--- src/rtl/mc_control_fsm.sv ---
// rtl/mc_control_fsm.sv - multi-cycle RV32I control sequencer (fetch/decode/exec/mem/wb)
// Optional build macro MC_CTRL_ILLEGAL_TRAP_EN: unknown opcodes trap to HALT and raise illegal_inst.
module mc_control_fsm #(
   parameter int TIMEOUT_CYCLES = 16,
   parameter int CNT_W          = 5
) (
   input  logic       clk,
   input  logic       reset,
   input  logic [6:0] opcode,
   input  logic [2:0] funct3,
   input  logic       imem_ready,
   input  logic       dmem_ready,
   input  logic       br_taken,
   output logic       imem_req,
   output logic       ir_write,
   output logic       pc_write,
   output logic [1:0] pc_sel,
   output logic       alu_src_imm,
   output logic [1:0] alu_op,
   output logic       dmem_req,
   output logic       dmem_we,
   output logic       reg_write,
   output logic [1:0] wb_sel,
   output logic       instr_retired,
   output logic       timeout_err,
`ifdef MC_CTRL_ILLEGAL_TRAP_EN
   output logic       illegal_inst,
`endif
   output logic [2:0] state_o
);

   typedef enum logic [2:0] {
      S_FETCH  = 3'd0,
      S_DECODE = 3'd1,
      S_EXEC   = 3'd2,
      S_MEM    = 3'd3,
      S_WB     = 3'd4,
      S_HALT   = 3'd5
   } state_t;

   typedef enum logic [3:0] {
      C_NOP,
      C_R,
      C_I,
      C_LD,
      C_ST,
      C_BR,
      C_JAL,
      C_JALR,
      C_ILL
   } cls_t;

   localparam logic [CNT_W-1:0] CNT_LAST = CNT_W'(TIMEOUT_CYCLES - 1);

   state_t           state;
   state_t           state_next;
   cls_t             cls;
   cls_t             cls_dec;
   logic [CNT_W-1:0] wait_cnt;
   logic             waiting;
   logic             timeout_hit;
   logic             timeout_q;
`ifdef MC_CTRL_ILLEGAL_TRAP_EN
   logic             ill_hit;
   logic             ill_q;
`endif

   // funct3 is consumed by the ALU decoder; the sequencer only needs the opcode class.
   logic unused_funct3;
   assign unused_funct3 = ^funct3;

   always_comb begin
      cls_dec = C_ILL;
      case (opcode)
         7'b0110011: cls_dec = C_R;
         7'b0010011: cls_dec = C_I;
         7'b0000011: cls_dec = C_LD;
         7'b0100011: cls_dec = C_ST;
         7'b1100011: cls_dec = C_BR;
         7'b1101111: cls_dec = C_JAL;
         7'b1100111: cls_dec = C_JALR;
         default:    cls_dec = C_ILL;
      endcase
   end

   assign waiting = ((state == S_FETCH) && !imem_ready) ||
                    ((state == S_MEM)   && !dmem_ready);

   always_ff @(posedge clk) begin
      if (reset) begin
         state <= S_FETCH;
      end else begin
         state <= state_next;
      end
   end

   // Wait counter restarts on every state change, so each FETCH/MEM visit gets a fresh budget.
   always_ff @(posedge clk) begin
      if (reset) begin
         wait_cnt  <= '0;
         timeout_q <= 1'b0;
         cls       <= C_NOP;
`ifdef MC_CTRL_ILLEGAL_TRAP_EN
         ill_q     <= 1'b0;
`endif
      end else begin
         if (state_next != state) begin
            wait_cnt <= '0;
         end else if (waiting) begin
            wait_cnt <= wait_cnt + CNT_W'(1);
         end
         if (timeout_hit) begin
            timeout_q <= 1'b1;
         end
         if (state == S_DECODE) begin
            cls <= cls_dec;
         end
`ifdef MC_CTRL_ILLEGAL_TRAP_EN
         if (ill_hit) begin
            ill_q <= 1'b1;
         end
`endif
      end
   end

   always_comb begin
      state_next    = state;
      timeout_hit   = 1'b0;
`ifdef MC_CTRL_ILLEGAL_TRAP_EN
      ill_hit       = 1'b0;
`endif
      imem_req      = 1'b0;
      ir_write      = 1'b0;
      pc_write      = 1'b0;
      pc_sel        = 2'b00;
      alu_src_imm   = 1'b0;
      alu_op        = 2'b00;
      dmem_req      = 1'b0;
      dmem_we       = 1'b0;
      reg_write     = 1'b0;
      wb_sel        = 2'b00;
      instr_retired = 1'b0;

      case (state)
         S_FETCH: begin
            imem_req = 1'b1;
            if (imem_ready) begin
               ir_write   = 1'b1;
               state_next = S_DECODE;
            end else if (wait_cnt == CNT_LAST) begin
               timeout_hit = 1'b1;
               state_next  = S_HALT;
            end
         end

         S_DECODE: begin
            state_next = S_EXEC;
         end

         S_EXEC: begin
            case (cls)
               C_R: begin
                  alu_op     = 2'b10;
                  state_next = S_WB;
               end
               C_I: begin
                  alu_src_imm = 1'b1;
                  alu_op      = 2'b10;
                  state_next  = S_WB;
               end
               C_LD, C_ST: begin
                  alu_src_imm = 1'b1;
                  alu_op      = 2'b00;
                  state_next  = S_MEM;
               end
               C_BR: begin
                  alu_op        = 2'b01;
                  pc_write      = 1'b1;
                  pc_sel        = br_taken ? 2'b01 : 2'b00;
                  instr_retired = 1'b1;
                  state_next    = S_FETCH;
               end
               C_JAL: begin
                  state_next = S_WB;
               end
               C_JALR: begin
                  alu_src_imm = 1'b1;
                  alu_op      = 2'b00;
                  state_next  = S_WB;
               end
`ifdef MC_CTRL_ILLEGAL_TRAP_EN
               C_ILL: begin
                  ill_hit    = 1'b1;
                  state_next = S_HALT;
               end
`endif
               default: begin
                  // Unrecognised class retires as a NOP: just step the PC.
                  pc_write      = 1'b1;
                  pc_sel        = 2'b00;
                  instr_retired = 1'b1;
                  state_next    = S_FETCH;
               end
            endcase
         end

         S_MEM: begin
            dmem_req = 1'b1;
            dmem_we  = (cls == C_ST);
            if (dmem_ready) begin
               if (cls == C_ST) begin
                  pc_write      = 1'b1;
                  pc_sel        = 2'b00;
                  instr_retired = 1'b1;
                  state_next    = S_FETCH;
               end else begin
                  state_next = S_WB;
               end
            end else if (wait_cnt == CNT_LAST) begin
               timeout_hit = 1'b1;
               state_next  = S_HALT;
            end
         end

         S_WB: begin
            reg_write     = 1'b1;
            pc_write      = 1'b1;
            instr_retired = 1'b1;
            state_next    = S_FETCH;
            case (cls)
               C_LD: begin
                  wb_sel = 2'b01;
                  pc_sel = 2'b00;
               end
               C_JAL: begin
                  wb_sel = 2'b10;
                  pc_sel = 2'b01;
               end
               C_JALR: begin
                  wb_sel      = 2'b10;
                  pc_sel      = 2'b10;
                  alu_src_imm = 1'b1;
               end
               default: begin
                  wb_sel = 2'b00;
                  pc_sel = 2'b00;
               end
            endcase
         end

         S_HALT: begin
            state_next = S_HALT;
         end

         default: begin
            state_next = S_FETCH;
         end
      endcase

      state_o     = state;
      timeout_err = timeout_q;
`ifdef MC_CTRL_ILLEGAL_TRAP_EN
      illegal_inst = ill_q;
`endif

      // While reset is held every output reads zero, including the sticky flags.
      if (reset) begin
         imem_req      = 1'b0;
         ir_write      = 1'b0;
         pc_write      = 1'b0;
         pc_sel        = 2'b00;
         alu_src_imm   = 1'b0;
         alu_op        = 2'b00;
         dmem_req      = 1'b0;
         dmem_we       = 1'b0;
         reg_write     = 1'b0;
         wb_sel        = 2'b00;
         instr_retired = 1'b0;
         timeout_err   = 1'b0;
         state_o       = 3'd0;
`ifdef MC_CTRL_ILLEGAL_TRAP_EN
         illegal_inst  = 1'b0;
`endif
      end
   end

endmodule

--- config.mk ---
export PLATFORM = sky130hd
export DESIGN_NAME = mc_control_fsm
export DESIGN_NICKNAME = d
export VERILOG_FILES = /design/src/rtl/mc_control_fsm.sv
export SDC_FILE = /design/constraint.sdc
export NUM_CORES = 1
export LEC_CHECK = 0
export ABC_AREA = 1
export CORE_UTILIZATION = 45
export CTS_CLUSTER_DIAMETER = 150
export DETAILED_ROUTE_END_ITERATION = 10
export HOLD_SLACK_MARGIN = 0.12
export PLACE_DENSITY = 0.76
export SKIP_LAST_GASP = 1
export SYNTH_ARGS = -nofsm -noshare
export SYNTH_HDL_FRONTEND = slang
export SYNTH_SLANG_ARGS = --single-unit
--- constraint.sdc ---
create_clock -name clk -period 2.01 [get_ports clk]
set_input_delay 0.5025 -clock clk [delete_from_list [all_inputs] [get_ports clk]]
set_output_delay 0.5025 -clock clk [all_outputs]
set_load 0.01 [all_outputs]
==> impl_metrics.tcl <==
set metrics [dict create \
    wl_um 2693 \
    grt_pass1_vias 1154 \
    drive_gt1_share_pct 29.44 \
    dp_hpwl_um 2123 \
    synth-seq-area-share_pct 25.43 \
    die_h_um 49.69 \
    ys_warn_count 0 \
    hold_buffers 0 \
    netlist_area_um2 1023 \
    firstDrtPassIters 4 \
    dieArea_um2 2469 \
    relSlewSlack_pct 80.37 \
    initial_utilization_pct 50.12 \
    fin_util_pct 75.49 \
    synth_top_family_by_area "simple AND/OR/NAND/NOR gates" \
    fillCellCount 173 \
    num-nets-final 249 \
    cts_buffers 3 \
    arrival_ns 1.48 \
    clock_sinks 13 \
    min_period_over_period_pct 98.51 \
    wl_per_cell_um 10.44 \
    path_max_fanout 2 \
    synth.distinct_cells 28 \
    register_area_um2 271.5 \
    place.gp.congestion 0.8725 \
    grt_pass1_wl_um 4367 \
    fin_area_um2 1541 \
    pin_count 33 \
    track_usage_pct 22.64 \
    synthesis.nets 192 \
    vias_per_cell 4.791 \
    synthAdderAreaFrac_pct 2.445 \
    grt_max_degree 9 \
    fmaxAchievable_ghz 0.5051 \
    synth-main-ff-cell "dfxtp_1" \
    hold_path.class "reg -> reg" \
    cts_tree "done" \
    synth-simple-area-share_pct 46.58 \
    yosys.area.top_type_share_pct 25.43 \
    synth_compound_area_share_pct 8.680 \
    crit_required_ns 1.51 \
    fin_tns_setup_ns 0 \
    clock_latency_ns 0.28 \
    start_kind "primary input" \
    hold_viol 0 \
    avgSynthCellArea_um2 5.848 \
    finalMaxSlewViolations 0 \
    port_buffers 29 \
    peakVddDrop_mv 0.3956 \
    cts.reportedPaths.clkPinSlew_ns 0.07 \
    setup_ws_ns 0.03000 \
    htreeDepth 1 \
    num_rows 16 \
    multiInputGateArea_um2 650.6 \
    fin_skew_ns 0.003960 \
    yosysMostFrequentCell "nand2_1" \
    ys_ff_latch 13 \
    synthCells 175 \
    async_reset_ff_share_pct 0 \
    synth_edf_count 0 \
    powerDensity_nw_per_um2 413.8 \
    antenna_cells 0 \
    cts_buffer_depth 2 \
    core_um2 2042 \
    num_vias 1236 \
    grt_antenna_before_repair 0 \
    synth_common_cells "nand2_1 (43), nor2_1 (35), inv_1 (31), dfxtp_1 (13), nor3_1 (6)" \
    pre_cts_slack_ns -0.4873 \
    synthMuxAreaShare_pct 0 \
    min_period_ns 1.980 \
    ys_top_cells_by_area "dfxtp_1 (25%), nand2_1 (16%), nor2_1 (13%)" \
    cts_setup_buffers 0 \
    post-route-drc-count 0 \
    worst_pin_slew_ns 0.2942 \
    placed_cell_area_um2 1520 \
    status "finished clean" \
    rsz0062_at_grt "yes" \
    ant_nets 0 \
    critPathCaptureType "output port" \
    drt_iter0_markers 28 \
    crit_type "in -> out" \
    drv_cap 0 \
    leakage_nw 0.7876 \
    synth_xor_area_share_pct 2.567 \
    whs_ns 0.5083 \
    clockRootBuffer "clkbuf_4" \
    die_w_um 49.69 \
    setup_viol 0 \
    grt-ovfl-total 0 \
    syn2layout_area_growth_pct 50.61 \
    netlist.top_cell.by_area "dfxtp_1" \
]
-- cells by family after synthesis --
| group | Yosys count |
|---|---|
| simple gates | 106 |
| fa+ha+maj | 2 |
| xor+xnor | 3 |
| flops | 13 |
| buf+inv | 36 |
| compound gates | 15 |
-- metal layers --
metal	part of all wire (%)	up-vias	global-route usage (%)	routed length (µm)
met3	5.0	2	3.086	134
li1	-	657	-	-
met1	45	544	25.42	1207
met5	0	-	0	0
met2	49	33	42.12	1327
met4	0.85	0	9.048	23
-- worst max-delay path, stage by stage --
cell             delay [ns]
clkdlybuf4s50_1        0.48
nand2_1                0.08
nor2_2                 0.10
nor3_2                 0.05
nor2_1                 0.11
buf_2                  0.15
-- worst paths after layout --
kind / from / cells after the start / end / slack (ns)
hold / removal: cls[0] / 2 / cls[0] / 0.51
hold reg to reg: cls[0] / 2 / cls[0] / 0.51
setup reg to reg: wait_cnt[1] / 15 / wait_cnt[1] / 0.24
setup / recovery: dmem_ready / 6 / instr_retired / 0.03
-- report_power, final --
part | internal (mW) | total, mW | switching [mW] | leakage, nW
sequential | 0.269 | 0.282 | 0.0125 | 0.109
combinational | 0.0929 | 0.195 | 0.102 | 0.664
clock | 0.0770 | 0.161 | 0.0839 | 0.0150
-- cells in the final DEF (no fill, tap or decap), types with 2 or more instances in the layout --
| cell type | n |
|---|---|
| nand2_1 | 41 |
| inv_1 | 31 |
| nor2_1 | 30 |
| buf_4 | 26 |
| dlygate4sd2_1 | 12 |
| clkdlybuf4s50_1 | 10 |
| nor2_2 | 8 |
| dfxtp_2 | 6 |
| dfxtp_1 | 6 |
| nand3_1 | 5 |
| clkbuf_2 | 5 |
| nand4_1 | 4 |
| a21oi_1 | 4 |
| nand2_2 | 4 |
| nor3_1 | 4 |
| o21ai_0 | 4 |
| nor3_2 | 3 |
| xor2_1 | 3 |
| clkbuf_4 | 3 |
| inv_2 | 2 |
| nor2_4 | 2 |
| or2_2 | 2 |
| a31oi_1 | 2 |
| ha_1 | 2 |
| buf_2 | 2 |
-- what timing repair did --
| item | CTS | global route |
|---|---|---|
| setup endpoints to repair | 18 | 7 |
| pin swaps | 2 | 3 |
| gates resized for setup | 36 | 18 |
-- cell type report --
type	instances	area share, %
clock buffer	4	1.705
timing repair buffer	55	28.25
multi-input combinational	126	42.21
sequential	13	17.61
tap	27	2.192
inverter	33	8.036
-- metrics by stage --
| step | power (mW) | cells |
|---|---|---|
| after global placement | 0.4737 | 254 |
| after CTS | 0.6336 | 258 |
| after detailed placement | 0.4787 | 254 |
| after global routing | 0.6720 | 258 |
| after floorplan | 0.3846 | 175 |
| final | 0.6379 | 258 |
-- registers in the layout, summed over array words and instances, names as in the netlist --
register and cells:
timeout_q 1, wait_cnt 5, state 3, cls 4
No activity file was read; power rests on OpenSTA's default activity.
